--- src/rtl/chan_trig_unit_if.sv ---
// Signal bundle between the capture controller/front-end and the channel-trigger stage.
// The slave side is the trigger unit; the master side drives comparators, config and control.
interface chan_trig_unit_if #(
  parameter int NUM_CH = 5
);
  logic [NUM_CH-1:0]   ch_l;
  logic [NUM_CH-1:0]   ch_h;
  logic [5*NUM_CH-1:0] trig_cfg;
  logic                protTrig;
  logic                armed;
  logic                set_capture_done;
  logic [NUM_CH-1:0]   ch_trig;
  logic                triggered;

  modport master (
    output ch_l, ch_h, trig_cfg, protTrig, armed, set_capture_done,
    input  ch_trig, triggered
  );

  modport slave (
    input  ch_l, ch_h, trig_cfg, protTrig, armed, set_capture_done,
    output ch_trig, triggered
  );
endinterface

--- src/rtl/chan_trig_unit.sv ---
// Channel-trigger stage: synchronises comparator pairs, evaluates per-channel
// level/edge conditions and holds a sticky overall trigger until capture is done.
module chan_trig_unit #(
  parameter int NUM_CH      = 5,
  parameter int SYNC_STAGES = 2   // at least 2 for metastability settling
) (
  input logic              clk,
  input logic              rst_n,
  chan_trig_unit_if.slave  bus
);

  logic [NUM_CH-1:0] l_sync [SYNC_STAGES];
  logic [NUM_CH-1:0] h_sync [SYNC_STAGES];
  logic [NUM_CH-1:0] l_s, h_s, l_d, h_d;
  logic [NUM_CH-1:0] neg_l, pos_h, neg_armed, pos_armed;
  logic [NUM_CH-1:0] neg_seen, pos_seen;
  logic [NUM_CH-1:0] term;
  logic              trig_set;

  // NOTE: every synchroniser stage is cleared as well, so no stale comparator
  // level can fake an edge right after reset.
  always_ff @(posedge clk) begin
    if (!rst_n) begin
      for (int s = 0; s < SYNC_STAGES; s++) begin
        l_sync[s] <= '0;
        h_sync[s] <= '0;
      end
      l_d <= '0;
      h_d <= '0;
    end else begin
      // NOTE: non-blocking assignments make each stage take the previous
      // stage's old value, which is what turns this loop into a shift chain.
      l_sync[0] <= bus.ch_l;
      h_sync[0] <= bus.ch_h;
      for (int s = 1; s < SYNC_STAGES; s++) begin
        l_sync[s] <= l_sync[s-1];
        h_sync[s] <= h_sync[s-1];
      end
      l_d <= l_s;
      h_d <= h_s;
    end
  end

  assign l_s       = l_sync[SYNC_STAGES-1];
  assign h_s       = h_sync[SYNC_STAGES-1];
  assign neg_l     = l_d & ~l_s;
  assign pos_h     = ~h_d & h_s;
  assign neg_armed = {NUM_CH{bus.armed}} & neg_l;
  assign pos_armed = {NUM_CH{bus.armed}} & pos_h;

  // Disarming clears the latches and wins over an edge arriving in the same cycle.
  always_ff @(posedge clk) begin
    if (!rst_n || !bus.armed) begin
      neg_seen <= '0;
      pos_seen <= '0;
    end else begin
      neg_seen <= neg_seen | neg_armed;
      pos_seen <= pos_seen | pos_armed;
    end
  end

  always_comb begin
    // NOTE: default first so no path through the loop can leave term unassigned.
    term = '0;
    for (int i = 0; i < NUM_CH; i++) begin
      term[i] = bus.trig_cfg[5*i]
              | (bus.trig_cfg[5*i+1] & ~l_s[i])
              | (bus.trig_cfg[5*i+2] &  h_s[i])
              | (bus.trig_cfg[5*i+3] & (neg_seen[i] | neg_armed[i]))
              | (bus.trig_cfg[5*i+4] & (pos_seen[i] | pos_armed[i]));
    end
  end

  assign trig_set = bus.armed & bus.protTrig & (&bus.ch_trig);

  always_ff @(posedge clk) begin
    if (!rst_n) begin
      bus.ch_trig   <= '0;
      bus.triggered <= 1'b0;
    end else begin
      bus.ch_trig <= term;
      if (bus.set_capture_done)
        bus.triggered <= 1'b0;
      else if (trig_set)
        bus.triggered <= 1'b1;
    end
  end

endmodule

--- src/flat_wrapper.sv ---
// flat-port wrapper written by rule: the top's interface ports become plain ports
module chan_trig_unit_flat 
#(
  parameter int NUM_CH      = 5,
  parameter int SYNC_STAGES = 2                                           
)
  (clk, rst_n, bus_ch_l, bus_ch_h, bus_trig_cfg, bus_protTrig, bus_armed, bus_set_capture_done, bus_ch_trig, bus_triggered);
  chan_trig_unit_if #(.NUM_CH(NUM_CH)) bus_i ();
  input logic clk;
  input logic rst_n;
  input wire logic [$bits(bus_i.ch_l)-1:0] bus_ch_l;
  input wire logic [$bits(bus_i.ch_h)-1:0] bus_ch_h;
  input wire logic [$bits(bus_i.trig_cfg)-1:0] bus_trig_cfg;
  input wire logic [$bits(bus_i.protTrig)-1:0] bus_protTrig;
  input wire logic [$bits(bus_i.armed)-1:0] bus_armed;
  input wire logic [$bits(bus_i.set_capture_done)-1:0] bus_set_capture_done;
  output wire logic [$bits(bus_i.ch_trig)-1:0] bus_ch_trig;
  output wire logic [$bits(bus_i.triggered)-1:0] bus_triggered;
  assign bus_i.ch_l = bus_ch_l;
  assign bus_i.ch_h = bus_ch_h;
  assign bus_i.trig_cfg = bus_trig_cfg;
  assign bus_i.protTrig = bus_protTrig;
  assign bus_i.armed = bus_armed;
  assign bus_i.set_capture_done = bus_set_capture_done;
  assign bus_ch_trig = bus_i.ch_trig;
  assign bus_triggered = bus_i.triggered;
  chan_trig_unit #(.NUM_CH(NUM_CH), .SYNC_STAGES(SYNC_STAGES)) u_core (.clk(clk), .rst_n(rst_n), .bus(bus_i));
endmodule
--- config.mk ---
export PLATFORM = sky130hd
export DESIGN_NAME = chan_trig_unit_flat
export DESIGN_NICKNAME = d
export VERILOG_FILES = /design/src/rtl/chan_trig_unit_if.sv /design/src/rtl/chan_trig_unit.sv /design/src/flat_wrapper.sv
export SDC_FILE = /design/constraint.sdc
export NUM_CORES = 1
export LEC_CHECK = 0
export CORE_UTILIZATION = 35
export CTS_BUF_LIST = sky130_fd_sc_hd__clkbuf_16
export CTS_CLUSTER_DIAMETER = 50
export DETAILED_ROUTE_END_ITERATION = 12
export HOLD_SLACK_MARGIN = 0.05
export PLACE_DENSITY = 0.67
export RECOVER_POWER = 50
export SYNTH_ARGS = -nofsm -noshare
export SYNTH_HDL_FRONTEND = slang
export SYNTH_SLANG_ARGS = --single-unit
--- constraint.sdc ---
create_clock -name clk -period 2 [get_ports clk]
set_clock_uncertainty 0.2 [all_clocks]
set_input_delay 0.4 -clock clk [delete_from_list [all_inputs] [get_ports clk]]
set_output_delay 0.4 -clock clk [all_outputs]
set_load 0.01 [all_outputs]
==> results.yml, run 1 <==
routing:
  num_vias: 1115
  drt_iter0_drc: 61
  firstDrtPassIters: 4
  detail_route.vias_per_cell: 4.65
  drc_errors: 0
  drt-wirelength-per-cell_um: 11.7
  antenna_left: 0
  drt_wl_total_um: 2800
yosys:
  ys.warnings.count: 0
  synth_edf_count: 0
  synthTopCellsByCount: "dfxtp_1 (46), and2_1 (25), nor2_1 (24), and3b_1 (10), o21ai_1 (8)"
  synth_top_area_frac: 0.631
  syn_inst: 141
  avgSynthCellArea_um2: 10.3
  synth-seq-cells: 46
  syn_nets: 181
  yosys-top-cells-area: "dfxtp_1 (63%), and2_1 (11%), nor2_1 (6.2%)"
  yosysMostFrequentCell: "dfxtp_1"
  synth_ff_type: "dfxtp_1"
  netlist_area_um2: 1460
  async_flop_share: 0
  yosysSeqAreaShare: 0.631
  ys_types: 18
  synth.largest_area_cell: "dfxtp_1"
layout:
  synthToLayoutAreaGrowth_pct: 43.2
  diodes: 0
  nets: 229
  drive_gt1_frac: 0.0368
  utilization: 0.522
grt:
  grt_pass1_wl_um: 4890
  use_met2: 0.251
  use_met1: 0.171
  top_usage_layer: "met2"
  grt_util_all_layers: 0.151
  grt_pass1_vias: 1140
  grt-ovfl-total: 0
  use_met3: 0.0479
  grt_max_degree: 23
  antenna_found_initial: 0
setup_path:
  cp_num_buf_inv: 1
  worst_r2r_path_depth: 3
  cp_data_required_time_ns: 1.40
  crit_fanout: 2
  regToRegSetupSlack_ns: 0.83
  cpLargestDelayFamily: "buffers and inverters"
  slowest_stage: "clkdlybuf4s50_1"
  cp-start-kind: "flop"
  cpPeakStageDelay_ns: 0.54
  arrival_ns: 1.17
  worstSetupEndpointType: "output port"
  critPathKind: "reg2out"
  rr_startpoint: "u_core.l_sync[0][8]"
  rr_endpoint: "u_core.bus.ch_trig[3]"
  crit_chain: "clkdlybuf4s50_1"
  worstSetupPathDepth: 1
power_and_ir_drop:
  vdd_drop_max_mv: 0.582
  p_per_area_nw_per_um2: 897
  power.leakage_nw: 0.832
clock_network:
  cts_setup_buffers: 0
  cts_made_buffers: 5
  cts_sinks: 46
  cts_hold_buf: 0
  cts_tree: "done"
  cts.clk_slew.worst_paths_ns: 0.06
  root_buffer: "clkbuf_16"
  ctsResizeCount: 0
  cts_buffer_depth: 2
  clock_latency_ns: 0.28
  cts_max_level: 2
status:
  status: "completed"
timing:
  finalSetupViolCount: 0
  fin_tns_setup_ns: 0
  fin_crit_ns: 1.77
  max_slew_margin: 0.735
  slew_violations: 0
  layout_setup_ws_ns: 0.234
  rsz0062_at_grt: "false"
  hold_violations: 0
  max_freq_mhz: 566
  min_period_over_period: 0.883
  tightest_slew_ns: 0.397
hold_path:
  min_from: "u_core.h_sync[0][2]"
  holdPathEnd: "u_core.h_sync[0][7]"
  holdPathStages: 1
  hold_class: "reg2reg"
run:
  cap_violations: 0
placement:
  dp_hpwl_um: 2080
  port_buffers: 45
  gp_congestion: 0.760
  pre_cts_ws_ns: 0.0717
die:
  die_x_um: 66.6
  die_h_um: 66.6
  fp.coreArea_um2: 4000
  initial_utilization: 0.365
  ios: 46
  dieArea_um2: 4430
  core.rowCount: 23
## metal layers
| layer | share of wire | vias up |
|---|---|---|
| li1 | - | 565 |
| met1 | 0.43 | 508 |
| met2 | 0.49 | 37 |
| met3 | 0.068 | 5 |
| met4 | 0.012 | 0 |
| met5 | 0 | - |
## sequential cells by signal, summed over array words and instances (netlist names)
register              cells
u_core.h_sync            10
u_core.bus.triggered      1
u_core.l_d                5
u_core.pos_seen           5
u_core.neg_seen           5
u_core.l_sync            10
u_core.bus.ch_trig        5
u_core.h_d                5
## cell type report
cell class | count | area, um^2
multi-input cells | 84 | 490
clock inverters | 3 | 12.5
inverters | 6 | 22.5
repair buffers | 46 | 455
flip-flops and latches | 46 | 921
clock buffers | 5 | 125
well taps | 50 | 62.6
fillers | 349 | 1910
## layout by cell type, fill, tap and decap left out, drive strengths merged, types with 2 or more instances in the layout
master,n
dfxtp,46
o21ai,10
clkinv,2
clkdlybuf4s50,44
nor2,24
inv,7
and3b,10
and2,25
clkbuf,6
a31oi,5
a221oi,5
## per-stage QoR
stage	std cells	instance area [um^2]	hold WS [ns]	power [W]
detailed placement	232	1950	0.217	0.00114
floorplan	141	1460	0.212	0.00103
finish	240	2090	0.231	0.00187
global placement	232	1950	0.216	0.00113
CTS	240	2090	0.231	0.00190
global route	240	2090	0.237	0.00195
## worst max path at each step
stage                               start  slack (ns)                    end
finish              u_core.bus.ch_trig[0]        0.23         bus_ch_trig[0]
global route        u_core.bus.ch_trig[0]        0.19         bus_ch_trig[0]
CTS                 u_core.bus.ch_trig[0]        0.22         bus_ch_trig[0]
detailed placement              bus_armed        0.07     u_core.neg_seen[2]
global placement                bus_armed        0.12  u_core.bus.ch_trig[2]
floorplan                       bus_armed        0.77  u_core.bus.ch_trig[4]
## cell families after synthesis
logic type,after synthesis,share of synthesized area
and+or+nand+nor,62,0.241
DFF,46,0.631
AOI/OAI and AO/OA,22,0.0952
buffers and inverters,11,0.0326
## power by group
group	internal (W)	total, W	switching [W]	leakage [nW]
Sequential	0.000951	0.000964	0.0000129	0.378
Combinational	0.000102	0.000150	0.0000477	0.382
Clock	0.000451	0.000760	0.000309	0.0724
Total	0.00150	0.00187	0.000370	0.832
Power figures use the tool's default switching activity.
==> run 2, diff against run 1 <==
--- a/config.mk
+++ b/config.mk
@@ -9,8 +9,8 @@
 export CTS_BUF_LIST = sky130_fd_sc_hd__clkbuf_16
 export CTS_CLUSTER_DIAMETER = 50
 export DETAILED_ROUTE_END_ITERATION = 12
-export HOLD_SLACK_MARGIN = 0.05
-export PLACE_DENSITY = 0.67
+export HOLD_SLACK_MARGIN = 0.15
+export PLACE_DENSITY_LB_ADDON = 0.15
 export RECOVER_POWER = 50
 export SYNTH_ARGS = -nofsm -noshare
 export SYNTH_HDL_FRONTEND = slang
==> results.yml, run 2 (synthesized netlist as in run 1, its figures left out) <==
status:
  status: "completed"
grt:
  top_usage_layer: "met2"
  use_met3: 0.0582
  grt_util_all_layers: 0.136
  grt_pass1_wl_um: 4300
  grt_max_degree: 26
  antenna_found_initial: 0
  use_met2: 0.227
  use_met1: 0.146
  grt-ovfl-total: 0
  grt_pass1_vias: 984
setup_path:
  crit_fanout: 2
  cp_data_required_time_ns: 1.40
  regToRegSetupSlack_ns: 0.84
  arrival_ns: 1.15
  rr_endpoint: "u_core.bus.ch_trig[3]"
  crit_chain: "clkdlybuf4s50_1"
  cpPeakStageDelay_ns: 0.53
  worstSetupPathDepth: 1
  cp_num_buf_inv: 1
  worst_r2r_path_depth: 3
  slowest_stage: "clkdlybuf4s50_1"
  cp-start-kind: "flop"
  rr_startpoint: "u_core.l_sync[0][8]"
  worstSetupEndpointType: "output port"
  critPathKind: "reg2out"
  cpLargestDelayFamily: "buffers and inverters"
die:
  die_x_um: 66.6
  die_h_um: 66.6
  fp.coreArea_um2: 4000
  initial_utilization: 0.365
  ios: 46
  core.rowCount: 23
  dieArea_um2: 4430
timing:
  max_freq_mhz: 572
  finalSetupViolCount: 0
  hold_violations: 0
  slew_violations: 0
  min_period_over_period: 0.874
  fin_tns_setup_ns: 0
  max_slew_margin: 0.731
  tightest_slew_ns: 0.403
  whs_ns: 0.230
  rsz0062_at_grt: "false"
  layout_setup_ws_ns: 0.253
  fin_crit_ns: 1.75
clock_network:
  cts_hold_buf: 0
  ctsResizeCount: 0
  cts_tree: "done"
  cts_sinks: 46
  root_buffer: "clkbuf_16"
  cts_buffer_depth: 2
  cts_setup_buffers: 0
  clock_latency_ns: 0.28
  cts.clk_slew.worst_paths_ns: 0.06
  cts_made_buffers: 5
  cts_max_level: 2
placement:
  gp_congestion: 0.770
  pre_cts_ws_ns: 0.0490
  port_buffers: 45
  dp_hpwl_um: 1930
hold_path:
  min_from: "u_core.h_sync[0][1]"
  holdPathStages: 1
  hold_class: "reg2reg"
  holdPathEnd: "u_core.h_sync[0][6]"
power_and_ir_drop:
  p_total_w: 0.00187
  p_sw_w: 0.000366
  power.leakage_nw: 0.835
  pwr-share-comb: 0.080
  p_int_w: 0.00150
  p_per_area_nw_per_um2: 895
  p_seq_frac: 0.515
  clkPwrFrac: 0.405
  swShare: 0.196
  vdd_drop_max_mv: 0.585
layout:
  layout_commonest_cell: "dfxtp_1"
  reg_top3: "u_core.h_sync: 10 flops, u_core.l_sync: 10 flops"
  drive_gt1_frac: 0.0368
  final_cell_mix: "dfxtp_1 (46), clkdlybuf4s50_1 (44), and2_1 (25)"
  n_fill_cell: 378
  synthToLayoutAreaGrowth_pct: 43.2
  diodes: 0
  nets: 229
  utilization: 0.522
routing:
  detail_route.vias_per_cell: 4.53
  drt_wl_total_um: 2610
  firstDrtPassIters: 4
  drt_iter0_drc: 26
  num_vias: 1088
  drt-wirelength-per-cell_um: 10.9
  drc_errors: 0
  antenna_left: 0
run:
  cap_violations: 0
run 2: stage by stage:
step	area, um^2	instances
after detailed placement	1950	232
after CTS	2090	240
after floorplan	1460	141
final	2090	240
after global placement	1950	232
after global routing	2090	240
run 2: cell type report:
| class | count | area (um^2) | share of cell area |
|---|---|---|---|
| inverters | 6 | 22.5 | 0.0108 |
| repair buffers | 46 | 455 | 0.218 |
| clock inverters | 3 | 12.5 | 0.00599 |
| flip-flops and latches | 46 | 921 | 0.441 |
| clock buffers | 5 | 125 | 0.0599 |
| well taps | 50 | 62.6 | 0.0299 |
| multi-input cells | 84 | 490 | 0.235 |
run 2: layer usage:
| metal | wire [um] | up-vias |
|---|---|---|
| met5 | 0 | - |
| met1 | 1150 | 486 |
| met3 | 157 | 5 |
| met2 | 1260 | 31 |
| met4 | 46 | 0 |
| li1 | - | 566 |
run 2: how the worst max path moves through the flow:
stage	startpoint	to	slack, ns
floorplan	bus_armed	u_core.bus.ch_trig[4]	0.77
global placement	bus_armed	u_core.pos_seen[0]	0.11
detailed placement	bus_armed	u_core.pos_seen[0]	0.05
CTS	u_core.bus.ch_trig[4]	bus_ch_trig[4]	0.23
global route	u_core.bus.ch_trig[4]	bus_ch_trig[4]	0.21
finish	u_core.bus.ch_trig[4]	bus_ch_trig[4]	0.25
run 2: power groups by stage:
stage	clock [W]	sequential [W]	combinational (W)
after floorplan	0	0.000983	0.0000487
after global placement	0	0.000984	0.000150
after detailed placement	0	0.000984	0.000153
after CTS	0.000779	0.000964	0.000154
after global routing	0.000819	0.000967	0.000164
final	0.000758	0.000963	0.000150
